`config.mk`:
```
export PLATFORM = sky130hd
export DESIGN_NAME = fifo_wr_arbiter
export DESIGN_NICKNAME = d
export VERILOG_FILES = /design/src/rtl/fifo_pkg.sv /design/src/rtl/rr_pick.sv /design/src/rtl/fifo_wr_arbiter.sv
export SDC_FILE = /design/constraint.sdc
export NUM_CORES = 1
export LEC_CHECK = 0
export BUFFER_PORTS_ARGS = -buffer_cell sky130_fd_sc_hd__buf_2
export CELL_PAD_IN_SITES_DETAIL_PLACEMENT = 1
export CELL_PAD_IN_SITES_GLOBAL_PLACEMENT = 1
export CORE_ASPECT_RATIO = 1.5
export CORE_MARGIN = 8
export CORE_UTILIZATION = 31
export CTS_CLUSTER_DIAMETER = 120
export DETAILED_ROUTE_END_ITERATION = 10
export PLACE_DENSITY_LB_ADDON = 0.1
export SLEW_MARGIN = 20
export SYNTH_ARGS = -nofsm -noshare
export SYNTH_HDL_FRONTEND = slang
export SYNTH_SLANG_ARGS = --single-unit
```
`constraint.sdc`:
```
create_clock -name clock_i -period 2.3 [get_ports clock_i]
set_input_delay 0.46 -clock clock_i [delete_from_list [all_inputs] [get_ports clock_i]]
set_output_delay 0.46 -clock clock_i [all_outputs]
set_load 0.03 [all_outputs]
```
`src/rtl/fifo_pkg.sv`:
```
// rtl/fifo_pkg.sv - shared FIFO sizing defaults and write-arbiter state type
package fifo_pkg;

  localparam int FIFO_DATA_W = 64;
  localparam int FIFO_DEPTH  = 8;

  typedef enum logic {
    IDLE = 1'b0,
    HOLD = 1'b1
  } arb_state_t;

endpackage

```
`src/rtl/rr_pick.sv`:
```
// rtl/rr_pick.sv - combinational round-robin selector starting after last_i
module rr_pick
  import fifo_pkg::*;
#(
  parameter int N  = 4,
  parameter int IW = (N > 1) ? $clog2(N) : 1
) (
  input  logic [N-1:0]  req_i,
  input  logic [IW-1:0] last_i,
  output logic          found_o,
  output logic [IW-1:0] idx_o
);

  // N <= 2**IW, so last_i + off (at most 2N-1) always fits in IW+1 bits
  localparam logic [IW:0] N_W = (IW+1)'(N);

  logic [IW:0] sum;

  // Walk offsets from farthest to nearest so the nearest set request wins
  always_comb begin
    found_o = 1'b0;
    idx_o   = '0;
    sum     = '0;
    for (int off = N; off >= 1; off--) begin
      sum = {1'b0, last_i} + (IW+1)'(off);
      if (sum >= N_W) begin
        sum = sum - N_W;
      end
      if (req_i[sum[IW-1:0]]) begin
        found_o = 1'b1;
        idx_o   = sum[IW-1:0];
      end
    end
  end

endmodule

```
`src/rtl/fifo_wr_arbiter.sv`:
```
// rtl/fifo_wr_arbiter.sv - round-robin burst-capped arbiter for the FIFO write port
module fifo_wr_arbiter
  import fifo_pkg::*;
#(
  parameter  int NUM_REQ   = 4,
  parameter  int DATA_W    = FIFO_DATA_W,
  parameter  int MAX_BURST = FIFO_DEPTH,
  localparam int IW        = $clog2(NUM_REQ),
  localparam int CW        = $clog2(MAX_BURST) + 1
) (
  input  logic                      clock_i,
  input  logic                      rst_n_i,
  input  logic [NUM_REQ*DATA_W-1:0] req_data_i,
  input  logic [NUM_REQ-1:0]        req_v_i,
  output logic [NUM_REQ-1:0]        req_bkp_o,
  output logic [DATA_W-1:0]         fifo_data_o,
  output logic                      fifo_v_o,
  input  logic                      fifo_bkp_i,
  output logic                      grant_v_o,
  output logic [IW-1:0]             grant_id_o
);

  arb_state_t          state_q;
  logic [IW-1:0]       last_q;
  logic                grant_v_q;
  logic [IW-1:0]       grant_id_q;
  logic [CW-1:0]       cnt_q;
  logic [CW-1:0]       cnt_d;
  logic                fifo_v_q;
  logic [DATA_W-1:0]   fifo_data_q;
  logic [DATA_W-1:0]   fifo_data_d;

  logic                load_ok;
  logic                fifo_accept;
  logic [NUM_REQ-1:0]  gnt_oh;
  logic                beat_acc;
  logic                gnt_req_v;
  logic                burst_done;
  logic                pick_found;
  logic [IW-1:0]       pick_idx;

  rr_pick #(
    .N  (NUM_REQ),
    .IW (IW)
  ) u_pick (
    .req_i   (req_v_i),
    .last_i  (last_q),
    .found_o (pick_found),
    .idx_o   (pick_idx)
  );

  // Output register can take a beat when empty or when the FIFO drains it this cycle
  assign load_ok     = ~fifo_v_q | ~fifo_bkp_i;
  assign fifo_accept = fifo_v_q & ~fifo_bkp_i;
  assign gnt_oh      = grant_v_q ? ({{(NUM_REQ-1){1'b0}}, 1'b1} << grant_id_q) : '0;
  assign req_bkp_o   = ~(gnt_oh & {NUM_REQ{load_ok}});
  assign beat_acc    = |(req_v_i & ~req_bkp_o);
  assign gnt_req_v   = req_v_i[grant_id_q];
  assign cnt_d       = cnt_q + CW'(1);
  assign burst_done  = (cnt_d == CW'(MAX_BURST));

  // Route the granted requester's beat toward the output register
  always_comb begin
    fifo_data_d = '0;
    for (int k = 0; k < NUM_REQ; k++) begin
      if (grant_id_q == IW'(k)) begin
        fifo_data_d = req_data_i[k*DATA_W +: DATA_W];
      end
    end
  end

  // Grant FSM: arbitrate in IDLE, count accepted beats in HOLD, release on drop or cap
  always_ff @(posedge clock_i or negedge rst_n_i) begin
    if (!rst_n_i) begin
      state_q    <= IDLE;
      last_q     <= IW'(NUM_REQ - 1);
      grant_v_q  <= 1'b0;
      grant_id_q <= '0;
      cnt_q      <= '0;
    end else begin
      case (state_q)
        IDLE: begin
          if (pick_found) begin
            grant_id_q <= pick_idx;
            grant_v_q  <= 1'b1;
            cnt_q      <= '0;
            state_q    <= HOLD;
          end
        end
        HOLD: begin
          if (!gnt_req_v || (beat_acc && burst_done)) begin
            last_q    <= grant_id_q;
            grant_v_q <= 1'b0;
            state_q   <= IDLE;
          end else if (beat_acc) begin
            cnt_q <= cnt_d;
          end
        end
        default: begin
          state_q   <= IDLE;
          grant_v_q <= 1'b0;
        end
      endcase
    end
  end

  // Output stage: load on an accepted beat, empty when drained, hold under backpressure
  always_ff @(posedge clock_i or negedge rst_n_i) begin
    if (!rst_n_i) begin
      fifo_v_q    <= 1'b0;
      fifo_data_q <= '0;
    end else if (beat_acc) begin
      fifo_v_q    <= 1'b1;
      fifo_data_q <= fifo_data_d;
    end else if (fifo_accept) begin
      fifo_v_q <= 1'b0;
    end
  end

  assign fifo_v_o    = fifo_v_q;
  assign fifo_data_o = fifo_data_q;
  assign grant_v_o   = grant_v_q;
  assign grant_id_o  = grant_id_q;

endmodule

```
==> results of run 1 <==
## per-stage QoR
step                      cells  area (µm²)  setup WS (ns)  power [mW]  utilization
after global placement      812        6528         0.3146       8.464       0.4371
after floorplan             292        4663         0.4157       6.916            -
after CTS                   828        6849         0.1502       10.16       0.4587
after global routing        831        6857        0.09784       10.60       0.4592
after detailed placement    812        6528         0.2723       8.610       0.4371
final                       831        6857         0.1937       9.926       0.4592
## cell usage in the layout, fill, tap and decap left out, types with 5 or more instances in the layout
cell type / Yosys / final
nand2_1: 9 / 9
buf_4: 8 / 9
dfrtp_1: 73 / 71
o21ai_0: 7 / 7
nor2_1: 5 / 5
mux2_2: 67 / 67
clkbuf_16: 0 / 9
nand3_1: 7 / 7
mux4_2: 65 / 65
buf_2: 3 / 333
## critical path: cells and delay by family, from the launching register on
family	cells	cell delay, ns
flip-flops	1	0.55
buffers and inverters	2	0.39
AND/OR/NAND/NOR	1	0.37
## layer usage
layer | vias up | wire (µm) | GRT usage
li1 | 1843 | - | -
met3 | 28 | 1256 | 0.05242
met2 | 168 | 9832 | 0.3417
met1 | 2074 | 5970 | 0.1888
met4 | 0 | 541 | 0.07875
met5 | - | 0 | 0
## worst min path at each step
stage	from	end	slack [ns]	cells past startpoint
2_1_floorplan	rst_n_i	cnt_q[0]	0.16	0
5_1_grt	rst_n_i	fifo_data_o[0]	0.06	1
3_5_place_dp	rst_n_i	fifo_data_o[3]	0.42	1
3_3_place_gp	rst_n_i	fifo_data_o[0]	0.41	1
6_report	rst_n_i	fifo_data_o[3]	0.05	1
4_1_cts	rst_n_i	fifo_data_o[3]	0.05	1
## report_power, final
group	switching [mW]	internal (mW)	leakage (nW)	total, mW
combinational	3.23	2.73	2.24	5.97
clock	0.548	0.937	0.156	1.48
sequential	0.435	2.04	0.882	2.48
## logic make-up (layout without fill, tap and decap cells)
| family | after synthesis | in the layout |
|---|---|---|
| flip-flops | 75 | 75 |
| buffers and inverters | 29 | 366 |
| multiplexers | 133 | 133 |
| XOR/XNOR | 2 | 2 |
| other | 0 | 3 |
| adder cells (fa/ha/maj) | 2 | 2 |
| AND/OR/NAND/NOR | 30 | 30 |
| AO/OA/AOI/OAI | 21 | 21 |
## registers in the layout, summed over array words and instances, names as in the netlist
signal and flops:
grant_id_o 2, cnt_q 4, grant_v_o 1, fifo_v_o 1
state_q 1, last_q 2, fifo_data_o 64
## layout make-up
type | instances | area, µm²
clock buffers | 12 | 266.5
multi-input cells | 188 | 2565
fillers | 1683 | 8077
repair buffers | 346 | 1814
clock inverters | 4 | 55.05
diodes | 3 | 7.507
flip-flops and latches | 75 | 1884
well taps | 199 | 249.0
inverters | 4 | 15.01
==> results by group, run 1 <==
Clock tree
  • Post-CTS Setup Inserts: 0
  • Clock transition at path regs: 0.06 ns
  • # resized after CTS: 0
  • Total CTS buffers: 9
  • Clk sinks: 75
  • CTS root buf: clkbuf_16
  • Max H-tree Level: 3
  • CTS tree: done
  • Post-CTS Hold Buffers: 0
  • Clock Latency Late Sink: 0.33 ns
  • Max Root-Sink Buffers: 2

Timing
  • Final Cycle Share: 0.9158
  • Final worst path period need: 2.106 ns
  • Peak Freq: 474.8 MHz
  • Final setup viols: 0
  • RSZ-0062 raised after global routing: false
  • Minimum hold slack: 0.05033 ns
  • Setup Skew: 0.01001 ns
  • Worst slew pin tran: ~0.73 ns
  • Slew Viols, Final: 0
  • Slew Limit Headroom: 0.5090
  • Final Hold Vio Count: 0
  • Final setup TNS: 0 ns

Pwr
  • PwrDens: 1448 nW/µm²
  • Worst IR drop on VDD: between 0.8 and 0.9 mV
  • Leak pwr: 3.281 nW

Worst setup path
  • Worst reg-to-reg path cell count: 4
  • Crit path capture type: output pin
  • WP data arrival: 1.65 ns
  • Crit-path max cell delay: 0.55 ns
  • Reg2reg end: fifo_data_o[21]
  • Crit path cell chain: buf_12, or3_1, buf_2
  • RR Startpoint: grant_id_o[0]
  • FF-to-FF setup slack: 0.32 ns
  • Crit path to: req_bkp_o[0]
  • Worst Path Required: 1.84 ns
  • Slowest CP cell: dfrtp_4
  • Setup crit start kind: flip-flop
  • CP Launch Point: grant_id_o[0]
  • Crit Path Max Fanout: 22
  • Critical path class: flip-flop to output pin

Synth
  • Seq/Total Area, Yosys: 0.4030
  • Yosys Warn Count: 0
  • Area contributors post-synth: dfrtp_1, mux4_2, mux2_2
  • Most common cell in the netlist: dfrtp_1
  • Yosys reg bits: 75
  • EDFF count, synth: 0
  • Yosys top cell area share: 0.3917
  • Multiplexer share of the synthesized area: 0.4779
  • Simple-Gate Fraction of Synth Area: 0.03247
  • Post-synthesis compound-gate area fraction: 0.03059
  • Async SR Flop Fraction: 1.000
  • Syn Inst Count: 292
  • Xor/xnor share of the synthesized area: 0.003756
  • Post-Synth Adder-Cell Area: 0.005366
  • Syn nets: 557
  • Netlist cell types: 38
  • Post-synthesis average cell area: 15.97 µm²
  • Mapped cell area: 4663 µm²
  • Ys flop type: dfrtp_1
  • Largest family of logic cells by synthesized area: multiplexers
  • Top post-synthesis cells by count: dfrtp_1, mux2_2, mux4_2
  • Post-synth top area cell: dfrtp_1

Layout
  • Nets: approximately 890
  • Layout area overhead: 47.04%
  • Layout cell share with drive strength beyond 1: 0.7965

Floorplanning
  • Chip Width: 116.1 µm
  • Initial Util: 0.3123
  • Site row count: 55
  • Die Footprint: 19300 µm²
  • Core area: 14930 µm²
  • # IOs: 335
  • Die Y-Extent: 166.2 µm

Routing
  • TritonRoute pass-1 iters: 4
  • Antenna Nets Post-Route: 0
  • Routed length per instance: 21.18 µm
  • WL final: around 18 mm
  • Vias post-DR: about 4000
  • Via density: around 4.9
  • Residual DRC: 0
  • Initial drt markers: between 150 and 200

Placement
  • Dpl hpwl: 14.85 mm
  • Port bufs: 334
  • Gpl congestion: 0.7966

Global routing
  • First-pass GRT wire length: between 20 and 30 mm
  • Gr usage total: 0.1864
  • Initial antenna violation count: 3
  • Number of global-route vias before repair: 4894
  • GRT overflow: 0
  • Largest net degree at the start of global routing: 49

Outcome
  • Outcome: finished, final reports clean

Min path
  • Hold Path Class: primary input to asynchronous set/reset pin

Job
  • Total of max-cap violations: 0
No activity file was read; power rests on OpenSTA's default activity.
==> inputs of run 2 (changes only) <==
Settings changed: ABC_AREA from default to 1, CORE_UTILIZATION 31 to 27, HOLD_SLACK_MARGIN from default to 0.15.
==> run 2 against run 1 <==
Sequential share of layout area is 0.34 points lower. Die area is 13% higher. Count of clock-buffer cells in the layout is 1 lower. Via count is 40% higher. Setup slack worse by 0.031 ns. Routed wire length is 25% higher. Combinational power is 5.7% higher. First-iteration DRC count is 10% higher. Critical endpoint unchanged. Cell count is 47% higher. Power is 4.7% higher. Largest power group unchanged. Largest cell class unchanged.
==> results by group, run 2 <==
Global routing
  • GRT met2 Usage: 0.3534 (was 0.3417)
  • Met3 Use GR: 0.06452 (was 0.05242)
  • GRT busiest layer: met2 (unchanged)
  • Gr usage total: 0.1967 (was 0.1864)
  • Number of global-route vias before repair: 6122 (was 4894)
  • GRT overflow: 0 (unchanged)
  • Largest net degree at the start of global routing: 47 (was 49)
  • M1 GR Usage: 0.2136 (was 0.1888)
  • First-pass GRT wire length: 33.17 mm (was 27.11 mm)
  • Initial antenna violation count: 2 (was 3)

Routing
  • Residual DRC: 0 (unchanged)
  • TritonRoute pass-1 iters: 4 (unchanged)
  • Via density: 4.710 (was 4.949)
  • Vias post-DR: 5741 (was 4113)
  • Antenna Nets Post-Route: 0 (unchanged)
  • Initial drt markers: 194 (was 176)
  • WL final: 21.98 mm (was 17.60 mm)
  • Routed length per instance: 18.03 µm (was 21.18 µm)

Worst setup path
  • Setup crit start kind: flip-flop (unchanged)
  • Worst reg-to-reg path cell count: 9 (was 4)
  • Critical path class: flip-flop to output pin (unchanged)
  • Worst Path Required: 1.84 ns (about the same)
  • WP data arrival: 1.68 ns (was 1.65 ns)
  • Crit Path Max Fanout: 17 (was 22)
  • Crit path capture type: output pin (unchanged)
  • FF-to-FF setup slack: 0.51 ns (was 0.32 ns)

Synth
  • Area contributors post-synth: dfrtp_1, nand2_1, nand3_1 (was dfrtp_1, mux4_2, mux2_2)
  • Post-synthesis average cell area: 6.775 µm² (was 15.97 µm²)
  • Ys flop type: dfrtp_1 (unchanged)
  • Most common cell in the netlist: nand2_1 (was dfrtp_1)
  • Netlist cell types: 25 (was 38)
  • Async SR Flop Fraction: 1.000 (unchanged)
  • Syn nets: 952 (was 557)
  • Seq/Total Area, Yosys: 0.4038 (was 0.4030)
  • Yosys top cell area share: 0.3925 (was 0.3917)
  • Syn Inst Count: 687 (was 292)
  • Yosys Warn Count: 0 (unchanged)
  • EDFF count, synth: 0 (unchanged)
  • Top post-synthesis cells by count: nand2_1, dfrtp_1, nand3_1 (was dfrtp_1, mux2_2, mux4_2)
  • Post-synth top area cell: dfrtp_1 (unchanged)
  • Yosys reg bits: 75 (unchanged)
  • Mapped cell area: 4654 µm² (was 4663 µm²)

Timing
  • Final setup TNS: 0 ns (unchanged)
  • Slew Limit Headroom: 0.5979 (was 0.5090)
  • Final Hold Vio Count: 0 (unchanged)
  • Worst slew pin tran: 0.6031 ns (was 0.7297 ns)
  • Slew Viols, Final: 0 (unchanged)
  • Peak Freq: 467.8 MHz (was 474.8 MHz)
  • Final worst path period need: 2.138 ns (was 2.106 ns)
  • Minimum hold slack: 0.1375 ns (was 0.05033 ns)
  • RSZ-0062 raised after global routing: false (unchanged)
  • Setup Skew: 0.006413 ns (was 0.01001 ns)
  • Final Cycle Share: 0.9294 (was 0.9158)
  • Final setup viols: 0 (unchanged)

Clock tree
  • CTS tree: done (unchanged)
  • Clk sinks: 75 (unchanged)
  • Clock transition at path regs: 0.06 ns (about the same)
  • CTS root buf: clkbuf_16 (unchanged)
  • Max Root-Sink Buffers: 2 (unchanged)
  • Max H-tree Level: 3 (unchanged)
  • Clock Latency Late Sink: 0.33 ns (about the same)
  • Total CTS buffers: 9 (unchanged)
  • Post-CTS Hold Buffers: 0 (unchanged)

Outcome
  • Outcome: finished, final reports clean (unchanged)

Floorplanning
  • # IOs: 335 (unchanged)
  • Die Y-Extent: 176.8 µm (was 166.2 µm)
  • Chip Width: 123.2 µm (was 116.1 µm)
  • Die Footprint: 21780 µm² (was 19300 µm²)
  • Initial Util: 0.2718 (was 0.3123)
  • Core area: 17130 µm² (was 14930 µm²)
  • Site row count: 59 (was 55)

Pwr
  • Worst IR drop on VDD: 0.6928 mV (was 0.8766 mV)
  • PwrDens: 1501 nW/µm² (was 1448 nW/µm²)
  • Total Power: 10.39 mW (was 9.926 mW)
  • Leak pwr: 3.816 nW (was 3.281 nW)

Layout
  • Number of flip-flops in the largest register: 64 (unchanged)
  • Layout cell share with drive strength beyond 1: 0.3907 (was 0.7965)
  • Nets: 1266 (was 889)
  • Most frequent cells in the layout: buf_2, nand2_1, nand3_1, dfrtp_1, a21oi_1 (was buf_2, dfrtp_1, mux2_2)
  • Leading cell type in the layout, fill and taps excluded: buf_2 (unchanged)
  • Layout area overhead: 48.74% (was 47.04%)
  • FILL cells: 2298 (was 1683)
  • N_diodes: 0 (was 3)

Placement
  • Gpl congestion: 0.7595 (was 0.7966)
  • Dpl hpwl: 17.89 mm (was 14.85 mm)
  • Port bufs: 334 (unchanged)

Job
  • Total of max-cap violations: 0 (unchanged)

Min path
  • Hold Path Class: primary input to asynchronous set/reset pin (unchanged)
==> run 2: kinds of logic after synthesis <==
family | Yosys count | synth area share
AND/OR/NAND/NOR | 410 | 0.3632
AO/OA/AOI/OAI | 135 | 0.1532
flip-flops | 75 | 0.4038
buffers and inverters | 64 | 0.07258
adder cells (fa/ha/maj) | 2 | 0.005375
XOR/XNOR | 1 | 0.001882
==> run 2: stage by stage <==
step | area, µm² | cells | utilization | worst slack, ns
finish | 6923 | 1219 | 0.4042 | 0.1623
global route | 6923 | 1219 | 0.4042 | 0.008860
CTS | 6920 | 1219 | 0.4041 | 0.1203
detailed placement | 6563 | 1203 | 0.3832 | 0.4683
global placement | 6563 | 1203 | 0.3832 | 0.4965
floorplan | 4654 | 687 | - | 0.5343
==> run 2: path summary, 6_finish.rpt <==
path,startpoint,endpoint
setup / recovery,grant_id_o[0],req_bkp_o[0]
hold / removal,rst_n_i,fifo_v_o
setup reg to reg,grant_id_o[0],cnt_q[0]
hold reg to reg,fifo_data_o[11],fifo_data_o[11]
max in group asynchronous,rst_n_i,fifo_data_o[54]
min in group clock_i,fifo_bkp_i,fifo_v_o
==> run 2: repair_timing <==
item / 4_1_cts / 5_1_grt
setup buffers: 0 / 0
hold endpoints to repair: 0 / 0
resized for setup: 0 / 2
endpoints found under the setup margin: 0 / 1
==> run 2: per-layer routing <==
layer / share of wire / vias to the layer above
li1: - / 2858
met2: 0.52 / 217
met1: 0.38 / 2643
met4: 0.016 / 4
met3: 0.086 / 19
met5: 0.0011 / -
==> run 2: power by group <==
group | internal [mW] | switching, mW | leakage (nW)
Combinational | 2.02 | 4.29 | 2.70
Clock | 1.17 | 0.552 | 0.174
Sequential | 1.94 | 0.417 | 0.943
==> run 2: worst max-delay path: stages (launching register included) <==
cell,delay [ns]
dfrtp_1,0.52
nor2_4,0.52
nand2_1,0.11
buf_2,0.20
==> run 2: layout make-up <==
type / instances / area [µm²] / area share
repair buffers: 347 / 1884 / 0.2722
multi-input cells: 548 / 2457 / 0.3550
inverters: 20 / 77.57 / 0.01121
well taps: 213 / 266.5 / 0.03850
clock buffers: 11 / 232.7 / 0.03362
flip-flops and latches: 75 / 1879 / 0.2715
clock inverters: 5 / 125.1 / 0.01807
